[src/rtl/mem_access_master.sv]
// Byte-serial initiator: replays one 32-bit or byte load/store as single-byte strobe beats
// (one strobe-high cycle, one strobe-low cycle each) and assembles read bytes little-endian.
module mem_access_master #(
    parameter int N          = 32,
    parameter int DATA_WIDTH = 8,
    parameter int MEM_DEPTH  = 8192
) (
    input  logic                  clk_i,
    input  logic                  rst_n_i,
    input  logic                  req_valid_i,
    output logic                  req_ready_o,
    input  logic                  req_write_i,
    input  logic                  req_byte_i,
    input  logic [N-1:0]          req_addr_i,
    input  logic [N-1:0]          req_wdata_i,
    output logic                  rsp_valid_o,
    output logic [N-1:0]          rsp_rdata_o,
    output logic                  rsp_err_o,
    output logic [N-1:0]          mem_addr_o,
    output logic [DATA_WIDTH-1:0] mem_wdata_o,
    output logic                  mem_read_enable_o,
    output logic                  mem_write_enable_o,
    input  logic [DATA_WIDTH-1:0] mem_rdata_i
);
    localparam int BEATS = N / DATA_WIDTH;
    localparam int BW    = (BEATS > 1) ? $clog2(BEATS) : 1;

    typedef enum logic [1:0] {
        IDLE    = 2'd0,
        ISSUE   = 2'd1,
        CAPTURE = 2'd2,
        DONE    = 2'd3
    } state_t;

    state_t                state_q, state_d;
    logic [BW-1:0]         beat_q, last_q;
    logic                  write_q, err_q, err_d;
    logic                  rsp_err_q;
    logic [N-1:0]          base_q, wdata_q, asm_q, asm_d, rsp_rdata_q;
    logic [N-1:0]          beat_addr;
    logic                  in_range, accept, last_beat;
    logic [DATA_WIDTH-1:0] lane_wdata;

    assign accept     = req_valid_i && (state_q == IDLE);
    assign beat_addr  = base_q + N'(beat_q);
    assign in_range   = beat_addr < N'(MEM_DEPTH);
    assign last_beat  = (beat_q == last_q);
    assign lane_wdata = wdata_q[beat_q*DATA_WIDTH +: DATA_WIDTH];

    always_ff @(posedge clk_i) begin
        if (!rst_n_i) state_q <= IDLE;
        else          state_q <= state_d;
    end

    always_comb begin
        state_d = state_q;
        case (state_q)
            IDLE:    if (accept) state_d = ISSUE;
            ISSUE:   state_d = CAPTURE;
            CAPTURE: state_d = last_beat ? DONE : ISSUE;
            DONE:    state_d = IDLE;
            default: state_d = IDLE;
        endcase
    end

    always_comb begin
        req_ready_o        = 1'b0;
        rsp_valid_o        = 1'b0;
        mem_addr_o         = '0;
        mem_wdata_o        = '0;
        mem_read_enable_o  = 1'b0;
        mem_write_enable_o = 1'b0;
        case (state_q)
            IDLE:    req_ready_o = 1'b1;
            ISSUE: begin
                mem_addr_o         = beat_addr;
                mem_wdata_o        = lane_wdata;
                mem_read_enable_o  = !write_q && in_range;
                mem_write_enable_o = write_q && in_range;
            end
            CAPTURE: begin
                mem_addr_o  = beat_addr;
                mem_wdata_o = lane_wdata;
            end
            DONE:    rsp_valid_o = 1'b1;
            default: ;
        endcase
    end

    assign rsp_rdata_o = rsp_rdata_q;
    assign rsp_err_o   = rsp_err_q;

    // Out-of-range load beats contribute zero, never the stale memory byte.
    always_comb begin
        asm_d = asm_q;
        err_d = err_q | ~in_range;
        if (!write_q)
            asm_d[beat_q*DATA_WIDTH +: DATA_WIDTH] = in_range ? mem_rdata_i : '0;
    end

    always_ff @(posedge clk_i) begin
        if (!rst_n_i) begin
            beat_q      <= '0;
            last_q      <= '0;
            write_q     <= 1'b0;
            err_q       <= 1'b0;
            rsp_rdata_q <= '0;
            rsp_err_q   <= 1'b0;
        end else begin
            case (state_q)
                IDLE: if (accept) begin
                    beat_q  <= '0;
                    last_q  <= req_byte_i ? '0 : BW'(BEATS - 1);
                    write_q <= req_write_i;
                    err_q   <= 1'b0;
                end
                CAPTURE: begin
                    err_q <= err_d;
                    if (last_beat) begin
                        rsp_rdata_q <= write_q ? '0 : asm_d;
                        rsp_err_q   <= err_d;
                    end else begin
                        beat_q <= beat_q + 1'b1;
                    end
                end
                default: ;
            endcase
        end
    end

    always_ff @(posedge clk_i) begin
        if (state_q == IDLE && accept) begin
            base_q  <= req_addr_i;
            wdata_q <= req_wdata_i;
            asm_q   <= '0;
        end else if (state_q == CAPTURE) begin
            asm_q <= asm_d;
        end
    end
endmodule

[config.mk]
export PLATFORM = sky130hd
export DESIGN_NAME = mem_access_master
export DESIGN_NICKNAME = d
export VERILOG_FILES = /design/src/rtl/mem_access_master.sv
export SDC_FILE = /design/constraint.sdc
export NUM_CORES = 1
export LEC_CHECK = 0
export CAP_MARGIN = 20
export CORE_MARGIN = 5
export CORE_UTILIZATION = 49
export DETAILED_ROUTE_END_ITERATION = 10
export HOLD_SLACK_MARGIN = 0.02
export PLACE_DENSITY = 0.87
export SLEW_MARGIN = 30
export SYNTH_ARGS = -nofsm -noshare
export SYNTH_HDL_FRONTEND = slang
export SYNTH_SLANG_ARGS = --single-unit
[constraint.sdc]
create_clock -name clk_i -period 5.8 [get_ports clk_i]
set_clock_uncertainty 0.1 [all_clocks]
set_input_delay 1.16 -clock clk_i [delete_from_list [all_inputs] [get_ports clk_i]]
set_output_delay 1.16 -clock clk_i [all_outputs]
set_load 0.1 [all_outputs]
== Yosys cells after proc, flatten, opt, wreduce, memory -nomap -nowiden ==
Index checks and enable logic that the tools add are counted.
Widths: inputs -> output; s select.

* Bits in registers: 137
* Output and inout bits: 77

* $add $sub $neg: 3
* Order comparisons: 1
* Eq/ne operators: 6
* Shift-type cells: 3
* Multiplexer cells: 19
* Bitwise logic cells: 2
* Reductions and logical operators: 12

{| class="wikitable"
|+ Operators by type and width
! cell !! count
|-
| $mux 32 || 3
|-
| $neg 5->34 || 1
|-
| $shift 8x34->32 const A || 1
|-
| $shiftx 8x34->32 || 1
|-
| $add 32x2->32 || 1
|-
| $bwmux 32 || 1
|-
| $lt 32x14->1 const B || 1
|-
| $shiftx 32x6->8 || 1
|-
| $mux 8 || 2
|-
| $mux 2 || 5
|-
| $pmux 2 s4 || 1
|-
| $reduce_and 2->1 || 3
|-
| $mux 1 || 5
|-
| $eq 2x2->1 const B || 2
|-
| $logic_and 1x1->1 || 4
|-
| $ne 2x2->1 const B || 2
|-
| $pmux 2 s2 || 1
|-
| $reduce_and 3->1 || 1
|-
| $add 2x1->2 const B || 1
|-
| $eq 2x1->1 const B || 1
|-
| $eq 2x2->1 || 1
|-
| $logic_not 2->1 || 1
|-
| $pmux 1 s2 || 1
|-
| $reduce_bool 2->1 || 1
|-
| other kinds (4) || 4
|}

== Logic depth before layout (Yosys ltp) ==
* Word-level depth: 7
* Depth in mapped cells: 13
* Gate-level depth less buffers: 10

== Worst setup path after synthesis ==
OpenSTA, ideal clock, no wires.

* Kind: register to output
* Start point: register beat_q[1]
* End point: output port mem_addr_o[18]
* Arrival: 4.776 ns
* Data required time: 4.540 ns
* Path slack: -0.236 ns
* Cell stages (with the launch flop): 9
* Cells stage by stage: dfxtp_1 clkbuf_1 inv_1 fa_1 nand3b_2 or4_1 clkbuf_1 or3_1 a21boi_0

* Word-level cells in the longest chain between the ends: 2

{| class="wikitable"
|+ Ends and longest elaborated chain
! what !! RTL line !! source
|-
| start: declaration || 36 || <nowiki>logic [BW-1:0] beat_q, last_q;</nowiki>
|-
| start signal: assignment || 123 || <nowiki>beat_q <= beat_q + 1'b1;</nowiki>
|-
| $add 32x2->32 || 45 || <nowiki>assign beat_addr = base_q + N'(beat_q);</nowiki>
|-
| $mux 32 || 73 || <nowiki>case (state_q)</nowiki>
|-
| end: declaration || 19 || <nowiki>output logic [N-1:0] mem_addr_o,</nowiki>
|}

Every way passes these cells.

== Final worst setup path ==
* Start point: register beat_q[0]
* End point: output port mem_write_enable_o

* Word-level cells in the longest chain between the ends: 4

{| class="wikitable"
|+ Ends and longest elaborated chain
! what !! RTL line !! source
|-
| $add 32x2->32 || 45 ||
|-
| $lt 32x14->1 || 46 || <nowiki>assign in_range = beat_addr < N'(MEM_DEPTH);</nowiki>
|-
| $logic_and 1x1->1 || 79 || <nowiki>mem_write_enable_o = write_q && in_range;</nowiki>
|-
| $mux 1 || 73 ||
|-
| end: declaration || 22 || <nowiki>output logic mem_write_enable_o,</nowiki>
|}

Every way passes these cells.

==> run summary <==
CTS Hold Bufs: 0
CTS sink count: 136
CORE AREA: 13,090 um2
setup TNS: 0 ns
Detail Route Antenna Nets: 0
Peak VDD IR: 0.2735 mV
Die Y: 125.0 um
CTS Buffer Depth: 2
largest family of logic cells by synthesized area: simple AND/OR/NAND/NOR gates
Worst-Skew Late Latency: 0.42 ns
largest net degree at the start of global routing: 38
synth warn: 0
register bit count reported by yosys: 136
RSZ-0062 raised after global routing: false
mux cell area share after synthesis: 0.02933
most used flip-flop cell after synthesis: dfxtp_1
post-synthesis compound-gate area fraction: 0.1391
io pins: 154
post-synthesis net count: 709
post-synthesis sequential area ratio: 0.5186
Post-Layout Cell Count: 953
Clk pin slew, worst setup/hold paths: 0.06 ns
GPL Wtd Cong: 0.9043
post-synthesis adder-cell area fraction: 0.02431
Port Buffer Count: 153
FMAX: 193.2 MHz
Routed WL per cell: 18.20 um
All-Layer GR Usage: 0.2213
Synth area leaders: edfxtp_1, dfxtp_1, nand2_1, and3_1, a31oi_1
top-area cell type share of the netlist area: 0.2964
transition time at the pin with the least slew margin: 1.013 ns
Slew HR: 0.3227
Max Cap Viol: 0
Area Overhead vs Synth: 33.92%
drc violations: 0
DRT iter0 DRCs: 452
TritonCTS Buffers: 17
H-Tree Level Count: 4
total setup buffers inserted after CTS: 0
Die ar.: 15,640 um2
Worst Path Required: 4.54 ns
die width: 125.0 um
Post-Syn Instances: 620
row count: 42
global-route wire length before repair: 28,010 um
post-synthesis xor/xnor area fraction: 0.03782
outcome: completed
vias in the first global route: 5,607
Max Fanout on Critical Path: 6
initial antenna violation count: 0
critical path arrival: 3.92 ns
fraction of layout cells with a size suffix above 1: 0.1351
hpwl dp: 12,580 um
Worst R2R Start: beat_q[0]
Starting Density: 0.4956
Setup CP Type: flop to output pin
area leader, netlist: edfxtp_1
number of synthesized flops with an enable pin: 64
synthesized area per cell: 10.46 um2
start point of the worst hold path: asm_q[12]
setup violators final: 0
vias per cell: 5.796
Critical Path Source Type: flop
Worst R2R Setup Slack: 1.71 ns
final max-slew violation count: 0
Final Hold Viols: 0
Mapped Area: 6485 um2
Layout Nets: 853
TritonCTS clock tree: done
PostCTS Resize Cnt: 0
Tcrit/Tclk final: 0.8924
class of the worst hold path: flop to flop
CTS Root Cell: clkbuf_16
Leak: 3.210 nW
vias: 5,524
CP Launch Point: beat_q[0]
Synth Area in Simple Gates: 0.2215
asr flop ratio synth: 0
Detailed Routing Iterations Pass 1: 5
Worst setup EP type: output pin
dpl cells: 921
ANT cells: 0
minimum clock period: 5.176 ns
final WL: 17,350 um
count of cell types in the netlist: 62
total grt overflow: 0
Power Density: 357.6 nW/um2
stage by stage:
stage                     area, um2  total power [mW]  utilization  setup WS (ns)  hold slack, ns
after floorplan                6485             1.810            -         0.4431          0.3168
after global placement         8094             2.031       0.6186          1.233          0.3317
after detailed placement       8094             2.048       0.6186          1.107          0.3373
after CTS                      8692             3.122       0.6643         0.6378          0.3452
after global routing           8685             3.206       0.6637         0.3434          0.3699
final                          8685             3.105       0.6637         0.6243          0.3440
area by class of cell:
cell class / instances / area [um2]
clock buffer: 20 / 489.2
clock inverter: 12 / 108.9
fill: 980 / 4400
inverter: 11 / 41.29
multi-input combinational: 439 / 2938
sequential: 136 / 3363
tap: 176 / 220.2
timing repair buffer: 159 / 1524
where the power goes:
group / switching (mW) / leakage (nW) / total (mW) / internal, mW
registers: 0.0513 / 1.19 / 1.13 / 1.08
logic: 0.672 / 1.72 / 0.898 / 0.225
clock network: 0.421 / 0.298 / 1.08 / 0.655
cells in the final DEF, fill, tap and decap left out, types with 4 or more instances in the layout:
master           count
and2_1              33
nand4_1             13
inv_1               10
xnor2_1             16
nor3_1               4
nand3_1              9
clkbuf_16           19
o21ai_2             12
nor4b_1              5
nand2_1             70
a22o_1               8
ha_1                11
a21oi_1              6
a31oi_1             34
xor2_1              12
buf_4               31
dfxtp_1             72
o21ai_1             10
or3_1                4
nor4_1               6
o21ai_0             36
and3_1              38
nor2_1              28
mux4_2               8
nand4b_1             9
edfxtp_1            64
nor2b_1             11
clkdlybuf4s50_1    124
o31ai_1              8
or2_2                5
cells by family after synthesis:
kind of cell	after synthesis
buffers and inverters	45
AND/OR/NAND/NOR	254
multiplexers	9
adder cells (fa/ha/maj)	12
AO/OA/AOI/OAI	136
XOR/XNOR	28
flip-flops	136
final timing paths:
check | end | cells past startpoint
max reg2reg | rsp_rdata_o[5] | 10
min | asm_q[12] | 2
min reg2reg | asm_q[12] | 2
max | mem_write_enable_o | 11
critical path, cell delays in order, from the launching register on:
cell,delay (ns)
dfxtp_1,0.34
ha_1,0.17
inv_1,0.05
fa_1,0.40
nand3b_2,0.29
nor4_1,0.78
nand4_1,0.18
a211oi_1,0.31
and4b_1,0.29
and3_1,0.26
and3_1,0.23
buf_12,0.18
sequential cells by signal, summed over array words and instances, names as in the netlist:
register / cells
rsp_err_o: 1
beat_q: 2
state_q: 2
asm_q: 32
err_q: 1
base_q: 32
last_q: 1
wdata_q: 32
rsp_rdata_o: 32
write_q: 1
cells in the mapped netlist, drive strengths merged, types with 7 or more instances:
master	instances
inv	10
and2	33
nor2	28
nand3	9
edfxtp	64
o21ai	58
o31ai	8
clkbuf	25
nor4	7
nand4b	9
xnor2	16
nand4	16
and3	38
buf	9
a31oi	34
ha	11
xor2	12
a22o	8
mux4	8
nor2b	12
nand2	70
dfxtp	72
routing by layer:
metal,part of all wire,global-route usage
met1,0.40,0.2711
met2,0.49,0.3670
met3,0.093,0.06908
met4,0.018,0.08546
met5,0,0
Note: power is estimated with default switching activity, not from simulation.
